===== config.mk =====
export PLATFORM = sky130hd
export DESIGN_NAME = inta_sequencer
export DESIGN_NICKNAME = d
export VERILOG_FILES = /design/src/rtl/inta_sequencer.sv
export SDC_FILE = /design/constraint.sdc
export NUM_CORES = 1
export LEC_CHECK = 0
export BUFFER_PORTS_ARGS = -buffer_cell sky130_fd_sc_hd__buf_2
export CAP_MARGIN = 0
export CORE_UTILIZATION = 30
export CTS_CLUSTER_SIZE = 20
export DETAILED_ROUTE_END_ITERATION = 8
export PLACE_DENSITY = 0.54
export SKIP_CTS_REPAIR_TIMING = 1
export SYNTH_ARGS = -nofsm -noshare
export SYNTH_HDL_FRONTEND = slang
export SYNTH_SLANG_ARGS = --single-unit

===== constraint.sdc =====
create_clock -name clk -period 3.5 [get_ports clk]
set_clock_uncertainty 0.1 [all_clocks]
set_input_delay 0.175 -clock clk [delete_from_list [all_inputs] [get_ports clk]]
set_output_delay 0.175 -clock clk [all_outputs]
set_load 0.05 [all_outputs]

===== src/rtl/inta_sequencer.sv =====
`default_nettype none
// ============================================================================
//  Module   : inta_sequencer
//  Purpose  : CPU-facing interrupt-acknowledge sequencer of an 8259-style PIC.
//             Raises INT toward the CPU and follows the two INTA pulses of an
//             8086-mode acknowledge cycle. On the first pulse it freezes the
//             winning IR index, flags a spurious cycle when the request has
//             already gone, and (master, cascaded) drives the slave ID onto
//             the cascade lines. On the second pulse it places the vector
//             {T7..T3, idx} on the data bus when this PIC owns the cycle.
//             ack1/ack2 are one-cycle pulses for the in-service register.
//  Revision : 1.0 - initial release
// ----------------------------------------------------------------------------
//  Ports
//    clk                  in   system clock, rising edge
//    reset                in   synchronous, active-high
//    int_request          in   unmasked request above current in-service level
//    highest_priority_idx in   [2:0] winning IR index
//    vector_base          in   [4:0] ICW2 T7..T3
//    SNGL                 in   1 = single PIC, 0 = cascaded
//    SP                   in   1 = master, 0 = slave (ignored when SNGL=1)
//    AEOI                 in   automatic EOI mode (sequencing unaffected)
//    slave_map            in   [7:0] master ICW3, bit i = slave on IRi
//    slave_id             in   [2:0] slave ICW3, own cascade ID
//    inta_n               in   CPU acknowledge, active low, clk-synchronous
//    cas_in               in   [2:0] cascade lines seen by a slave
//    int_out              out  interrupt request to the CPU
//    ack1                 out  pulse: first INTA accepted
//    ack2                 out  pulse: second INTA accepted
//    serviced_idx         out  [2:0] IR index frozen at first INTA
//    spurious             out  current cycle is spurious
//    data_out             out  [7:0] vector byte
//    data_oe              out  data bus drive enable
//    cas_out              out  [2:0] cascade ID to slaves
//    cas_oe               out  cascade drive enable (master only)
// ============================================================================
module inta_sequencer (
    input  logic       clk,
    input  logic       reset,
    input  logic       int_request,
    input  logic [2:0] highest_priority_idx,
    input  logic [4:0] vector_base,
    input  logic       SNGL,
    input  logic       SP,
    input  logic       AEOI,
    input  logic [7:0] slave_map,
    input  logic [2:0] slave_id,
    input  logic       inta_n,
    input  logic [2:0] cas_in,
    output logic       int_out,
    output logic       ack1,
    output logic       ack2,
    output logic [2:0] serviced_idx,
    output logic       spurious,
    output logic [7:0] data_out,
    output logic       data_oe,
    output logic [2:0] cas_out,
    output logic       cas_oe
);

    typedef enum logic [2:0] {
        ST_IDLE   = 3'd0,
        ST_REQ    = 3'd1,
        ST_FIRST  = 3'd2,
        ST_WAIT2  = 3'd3,
        ST_SECOND = 3'd4
    } state_t;

    state_t     r_state;
    logic       r_inta_q;

    logic       w_inta_fall;
    logic       w_inta_rise;
    logic [2:0] w_latch_idx;
    logic       w_master_casc;
    logic       w_is_slave;
    logic       w_cas_sel;
    logic       w_owns_cycle;
    logic       w_unused_aeoi;

    assign w_inta_fall   = r_inta_q & ~inta_n;
    assign w_inta_rise   = ~r_inta_q & inta_n;

    // A request that vanished before INTA #1 is answered with IR7 (spurious).
    assign w_latch_idx   = int_request ? highest_priority_idx : 3'd7;

    assign w_master_casc = ~SNGL & SP;
    assign w_is_slave    = ~SNGL & ~SP;

    // Evaluated with the index being latched on this edge, so the cascade
    // lines come up together with ack1.
    assign w_cas_sel     = w_master_casc & slave_map[w_latch_idx];

    // Ownership of the vector byte, decided when INTA #2 falls.
    assign w_owns_cycle  = SNGL
                         | (w_master_casc & ~slave_map[serviced_idx])
                         | (w_is_slave & (cas_in == slave_id));

    // AEOI is consumed by the in-service register via ack2; the sequence
    // itself is identical in both modes.
    assign w_unused_aeoi = AEOI;

    always_ff @(posedge clk) begin
        if (reset) begin
            r_state      <= ST_IDLE;
            r_inta_q     <= 1'b1;
            int_out      <= 1'b0;
            ack1         <= 1'b0;
            ack2         <= 1'b0;
            serviced_idx <= 3'd0;
            spurious     <= 1'b0;
            data_out     <= 8'd0;
            data_oe      <= 1'b0;
            cas_out      <= 3'd0;
            cas_oe       <= 1'b0;
        end else begin
            r_inta_q <= inta_n;
            ack1     <= 1'b0;
            ack2     <= 1'b0;

            case (r_state)
                ST_IDLE: begin
                    // INTA edges here are ignored; int_out follows the state
                    // register so it appears one cycle after entering REQ.
                    int_out <= 1'b0;
                    if (int_request) begin
                        r_state <= ST_REQ;
                    end
                end

                ST_REQ: begin
                    if (w_inta_fall) begin
                        r_state      <= ST_FIRST;
                        int_out      <= 1'b0;
                        serviced_idx <= w_latch_idx;
                        spurious     <= ~int_request;
                        ack1         <= int_request;
                        cas_oe       <= w_cas_sel;
                        cas_out      <= w_cas_sel ? w_latch_idx : 3'd0;
                    end else begin
                        // A request dropping here does not withdraw INT.
                        int_out <= 1'b1;
                    end
                end

                ST_FIRST: begin
                    if (w_inta_rise) begin
                        r_state <= ST_WAIT2;
                    end
                end

                ST_WAIT2: begin
                    if (w_inta_fall) begin
                        r_state  <= ST_SECOND;
                        ack2     <= ~spurious;
                        data_out <= {vector_base, serviced_idx};
                        data_oe  <= w_owns_cycle;
                    end
                end

                ST_SECOND: begin
                    if (w_inta_rise) begin
                        r_state  <= ST_IDLE;
                        data_oe  <= 1'b0;
                        data_out <= 8'd0;
                        cas_oe   <= 1'b0;
                        cas_out  <= 3'd0;
                        spurious <= 1'b0;
                    end
                end

                default: begin
                    r_state <= ST_IDLE;
                end
            endcase
        end
    end

endmodule
`default_nettype wire


[Word-level counts from Yosys, hierarchy flattened]
Cells that the tools add are included.
Storage, ports and cells
  bits in registers: 24
  input port bits: 29
  output and inout port bits: 20
Cells by class
  order comparisons: 2
  equality and inequality tests: 10
  multiplexer cells: 26
  bitwise logic cells: 19
  reductions and logical operators: 10
Operators by type and width (number)
  3-bit two-way mux: 8
  8-bit two-way mux: 2
  8-bit one-hot mux with 2 select lines: 1
  3-bit one-hot mux with 5 select lines: 1
  2-bit inequality test, second input constant: 5
  1-bit inverter: 10
  3-bit by 4-bit < comparator with 1-bit output, second input constant: 2
  1-bit one-hot mux with 2 select lines: 4
  1-bit bitwise AND: 7
  1-bit two-way mux: 7
  1-bit binary-select mux with 3-bit select: 2
  3-bit by 2-bit equality test with 1-bit output, second input constant: 2
  3-bit one-hot mux with 2 select lines: 1
  3-bit AND reduction: 2
  2-bit nonzero test: 3
  3-bit OR reduction: 2
  5-bit AND reduction: 1
  3-bit by 1-bit equality test with 1-bit output, second input constant: 1
  3-bit equality test: 1
  3-bit equality test, second input constant: 1
  3-bit logical NOT: 1
  1-bit OR: 2
  2-bit AND reduction: 1

[Longest topological paths before layout]
  depth after elaboration: 8
  depth in mapped cells: 6
  gate-level depth less buffers: 4

[Worst setup path after synthesis]
No wires, ideal clock.
  path type: reg-to-reg
  start: register serviced_idx[0]
  end: register data_oe
  arrival time: 1.733 ns
  data required time: 3.316 ns
  setup slack: 1.583 ns
  cell stages (with the launch flop): 6
  period minus slack after synthesis: 1.917 ns
  cell sequence: dfxtp_1 buf_2 mux4_2 o2bb2ai_1 a211oi_1 o31ai_2
Between the ends
  word-level cells in the longest chain between the ends: 8
RTL lines
  from (decl): RTL line 53  | output logic [2:0] serviced_idx,
  from (signal assigned): RTL line 135  | serviced_idx <= w_latch_idx;
  1-bit binary-select mux with 3-bit select: RTL line 96  | | (w_master_casc & ~slave_map[serviced_idx])
  1-bit two-way mux (implied by the code): RTL line 96
  1-bit inverter: RTL line 96
  1-bit bitwise AND: RTL line 96
  1-bit OR: RTL line 96
  1-bit OR: RTL line 97  | | (w_is_slave & (cas_in == slave_id));
  1-bit two-way mux: RTL line 153  | if (w_inta_fall) begin
  1-bit one-hot mux with 2 select lines: RTL line 121  | case (r_state)
  to (signal assigned): RTL line 157  | data_oe <= w_owns_cycle;
  to (decl): RTL line 56  | output logic data_oe,
No other way between the ends. The select of a mux whose other input is x is not followed.
A chain may end at the register's enable or synchronous reset.

[Worst setup path in the final report]
Ends and elaborated chain as after synthesis.

==> flow_summary.yaml <==
setup_path:
  crit_fanout: 6
  critPathLaunchType: "flop"
  required_ns: 3.58
  cp_slowest_cell: "mux4_2"
  path_delay_family: "multiplexers"
  crit_type: "flop to flop"
  crit_path_end_kind: "flop"
  r2r_setup_slack_ns: 1.81
  crit_arrival_ns: 1.77
  crit_chain: "mux4_2 -> o2bb2ai_1 -> a211oi_1 -> o31ai_2"
  reg2regPathDepth: 4
  slowest_delay_ns: 0.56
  cp_num_buf_inv: 0
  crit_cells: 4
timing:
  setup_ws_ns: 1.814
  relSlewSlack_pct: 69.70
  tns_ns: 0
  final_max_slew_viol_count: 0
  max_freq_mhz: 593.2
  worst_hold_slack_ns: 0.06790
  hold_viol: 0
  fin_crit_ns: 1.686
  setup_violations: 0
  rsz0062_at_grt: "no"
  worstMarginPinSlew_ns: 0.4544
  fin_crit_sh_pct: 48.17
global_route:
  grt_use_total_pct: 13.89
  grt_antenna_before_repair: 0
  grt-ovfl-total: 0
  grt_pass1_vias: 1030
  grt_pass1_wl_um: 4636
  grt_max_degree: 26
routing:
  drt_first_pass_iters: 4
  wirelength_um: 2660
  wl_per_cell_um: 12.37
  via_per_inst: 4.912
  drtAntennaViolNets: 0
  vias: 1056
  first_iter_violations: 30
  drcViolationCount: 0
power_and_ir_drop:
  internal-power_mw: 0.3933
  power_density_nw_per_um2: 362.2
  swShare_pct: 26.33
  max-vdd-ir-drop_v: 0.0002250
  comb_power_share_pct: 16.5
  power.switching_mw: 0.1406
  sequentialPowerShare_pct: 54.3
  power.total_mw: 0.5338
  clkPwrFrac_pct: 29.2
  p_leak_nw: 0.6219
final_layout:
  drive_above_1_share_pct: 34.13
  final_util_pct: 39.66
  layout.area.seq_sq_um: 480.5
  n_fill_cell: 380
  stdcell_count: 215
  area_delta_synth_final_pct: 24.66
  finalInstanceArea_sq_um: 1474
  antennaDiodeCount: 0
  multi_input_area_sq_um: 645.6
  fin_nets: 198
synthesis:
  synthesis.nets: 154
  syn-instance-count: 125
  synth_cell_types: 40
  syn_avg_cell_area_sq_um: 9.459
  netlist_area_sq_um: 1182
  ys_seq_area_share_pct: 40.63
  synth_seq_cells: 24
  yosysWarnings: 0
floorplan:
  die_h_um: 64.78
  initial_core_util_pct: 31.82
  io_pins: 49
  die_w_um: 64.78
  row_count: 22
  core_area_sq_um: 3716
  dieArea_sq_um: 4196
run_status:
  status: "finished clean"
place:
  place_ws_ns: 1.824
  dp_hpwl_um: 2048
  place.gp.congestion: 0.7778
  place_area_sq_um: 1433
  portBuffers: 47
  place_inst: 212
clock_tree:
  path_clk_slew_ns: 0.08
  clock_latency_ns: 0.26
  numCtsBuffers: 3
  cts_sinks: 24
  cts_max_level: 1
  root_buffer: "clkbuf_8"
  cts_tree: "done"
  clock_path_buffers: 2
worst_hold_path:
  min_path_type: "primary input to flop"
  whs_path_depth: 3
run:
  cap_viol_max_count: 0
-- power groups by stage --
stage	Sequential, mW	Clock, mW	Combinational (mW)
4_1_cts	0.290	0.164	0.0890
5_1_grt	0.291	0.175	0.0971
2_1_floorplan	0.306	0	0.0476
3_5_place_dp	0.296	0	0.0888
3_3_place_gp	0.296	0	0.0873
6_report	0.290	0.156	0.0882
-- synthesized netlist by cell type --
cell type	n	area (sq um)
nor2b_1	4	25.02
and3_1	1	6.260
or2_2	1	6.260
a32oi_2	1	16.27
a22o_1	2	17.52
and2_1	1	6.260
a311oi_1	1	8.760
nor4_1	1	6.260
nor3_1	3	15.01
nand4bb_1	2	22.52
nand2b_1	4	25.02
mux2i_1	3	30.03
a22oi_1	8	60.06
nor2_1	18	67.56
buf_4	1	7.510
inv_1	3	11.26
or3b_1	1	8.760
mux4_2	1	22.52
or3_1	1	6.260
dfxtp_1	24	480.5
nand2b_4	1	13.76
nor4_4	1	21.27
a31o_1	2	17.52
o211ai_1	1	7.510
o21ai_0	3	15.01
o31ai_2	1	12.51
clkbuf_1	3	11.26
buf_2	3	15.01
a211oi_1	4	30.03
and4bb_4	1	16.27
o31ai_1	1	7.510
a21oi_1	4	20.02
xor2_1	4	35.03
o22a_1	1	8.760
a41o_1	1	10.01
nand2_1	3	11.26
nand3b_1	3	22.52
nor3b_1	5	37.54
buf_6	1	11.26
o2bb2ai_1	1	8.760
-- cell type report --
cell class | count | area share [%]
multi-input cells | 90 | 43.80
flip-flops and latches | 24 | 32.60
repair buffers | 47 | 15.96
well taps | 48 | 4.075
clock buffers | 3 | 2.801
inverters | 3 | 0.7640
-- per-layer routing --
layer  GRT usage, %  part of all wire (%)  up-vias
met5              0                     0        -
met4          1.667                  0.38        0
met3          4.225                   4.6        2
met2          23.18                    47       25
met1          17.94                    48      490
li1               -                     -      539
-- tightest hold or removal path, cell delays in order --
cell and delay, ns:
buf_2 0.08, a22oi_1 0.06, nor2_1 0.08
-- worst paths after layout --
kind	start	end
max	serviced_idx[0]	data_oe
min	vector_base[3]	data_out[6]
max reg2reg	serviced_idx[0]	data_oe
min reg2reg	spurious	ack2
-- cell usage in the layout (no fill, tap or decap), types with 2 or more instances in the layout --
| master | instances |
|---|---|
| a21oi_1 | 4 |
| nor2_1 | 18 |
| xor2_1 | 4 |
| a22o_1 | 2 |
| nor3_1 | 3 |
| a211oi_1 | 4 |
| nand4bb_1 | 2 |
| clkbuf_8 | 3 |
| mux2i_1 | 3 |
| nor3b_1 | 5 |
| dfxtp_1 | 24 |
| nand2b_1 | 4 |
| nand2_1 | 3 |
| o21ai_0 | 3 |
| a22oi_1 | 8 |
| nor2b_1 | 4 |
| buf_2 | 47 |
| inv_1 | 3 |
| a31o_1 | 2 |
| nand3b_1 | 3 |
-- kinds of logic after synthesis --
logic type | Yosys count | synth area share (%)
xor gates and xnor gates | 4 | 2.963
DFF | 24 | 40.63
and+or+nand+nor | 51 | 26.88
muxes | 4 | 4.444
buffers and inverters | 11 | 4.762
AOI/OAI and AO/OA | 31 | 20.32
-- state kept, by name (all words and copies together) (netlist names) --
register and count:
spurious 1, ack1 1, r_inta_q 1, data_out 8, cas_out 3, int_out 1, data_oe 1, ack2 1
serviced_idx 3, cas_oe 1, r_state 3
Note: power is estimated with default switching activity, not from simulation.
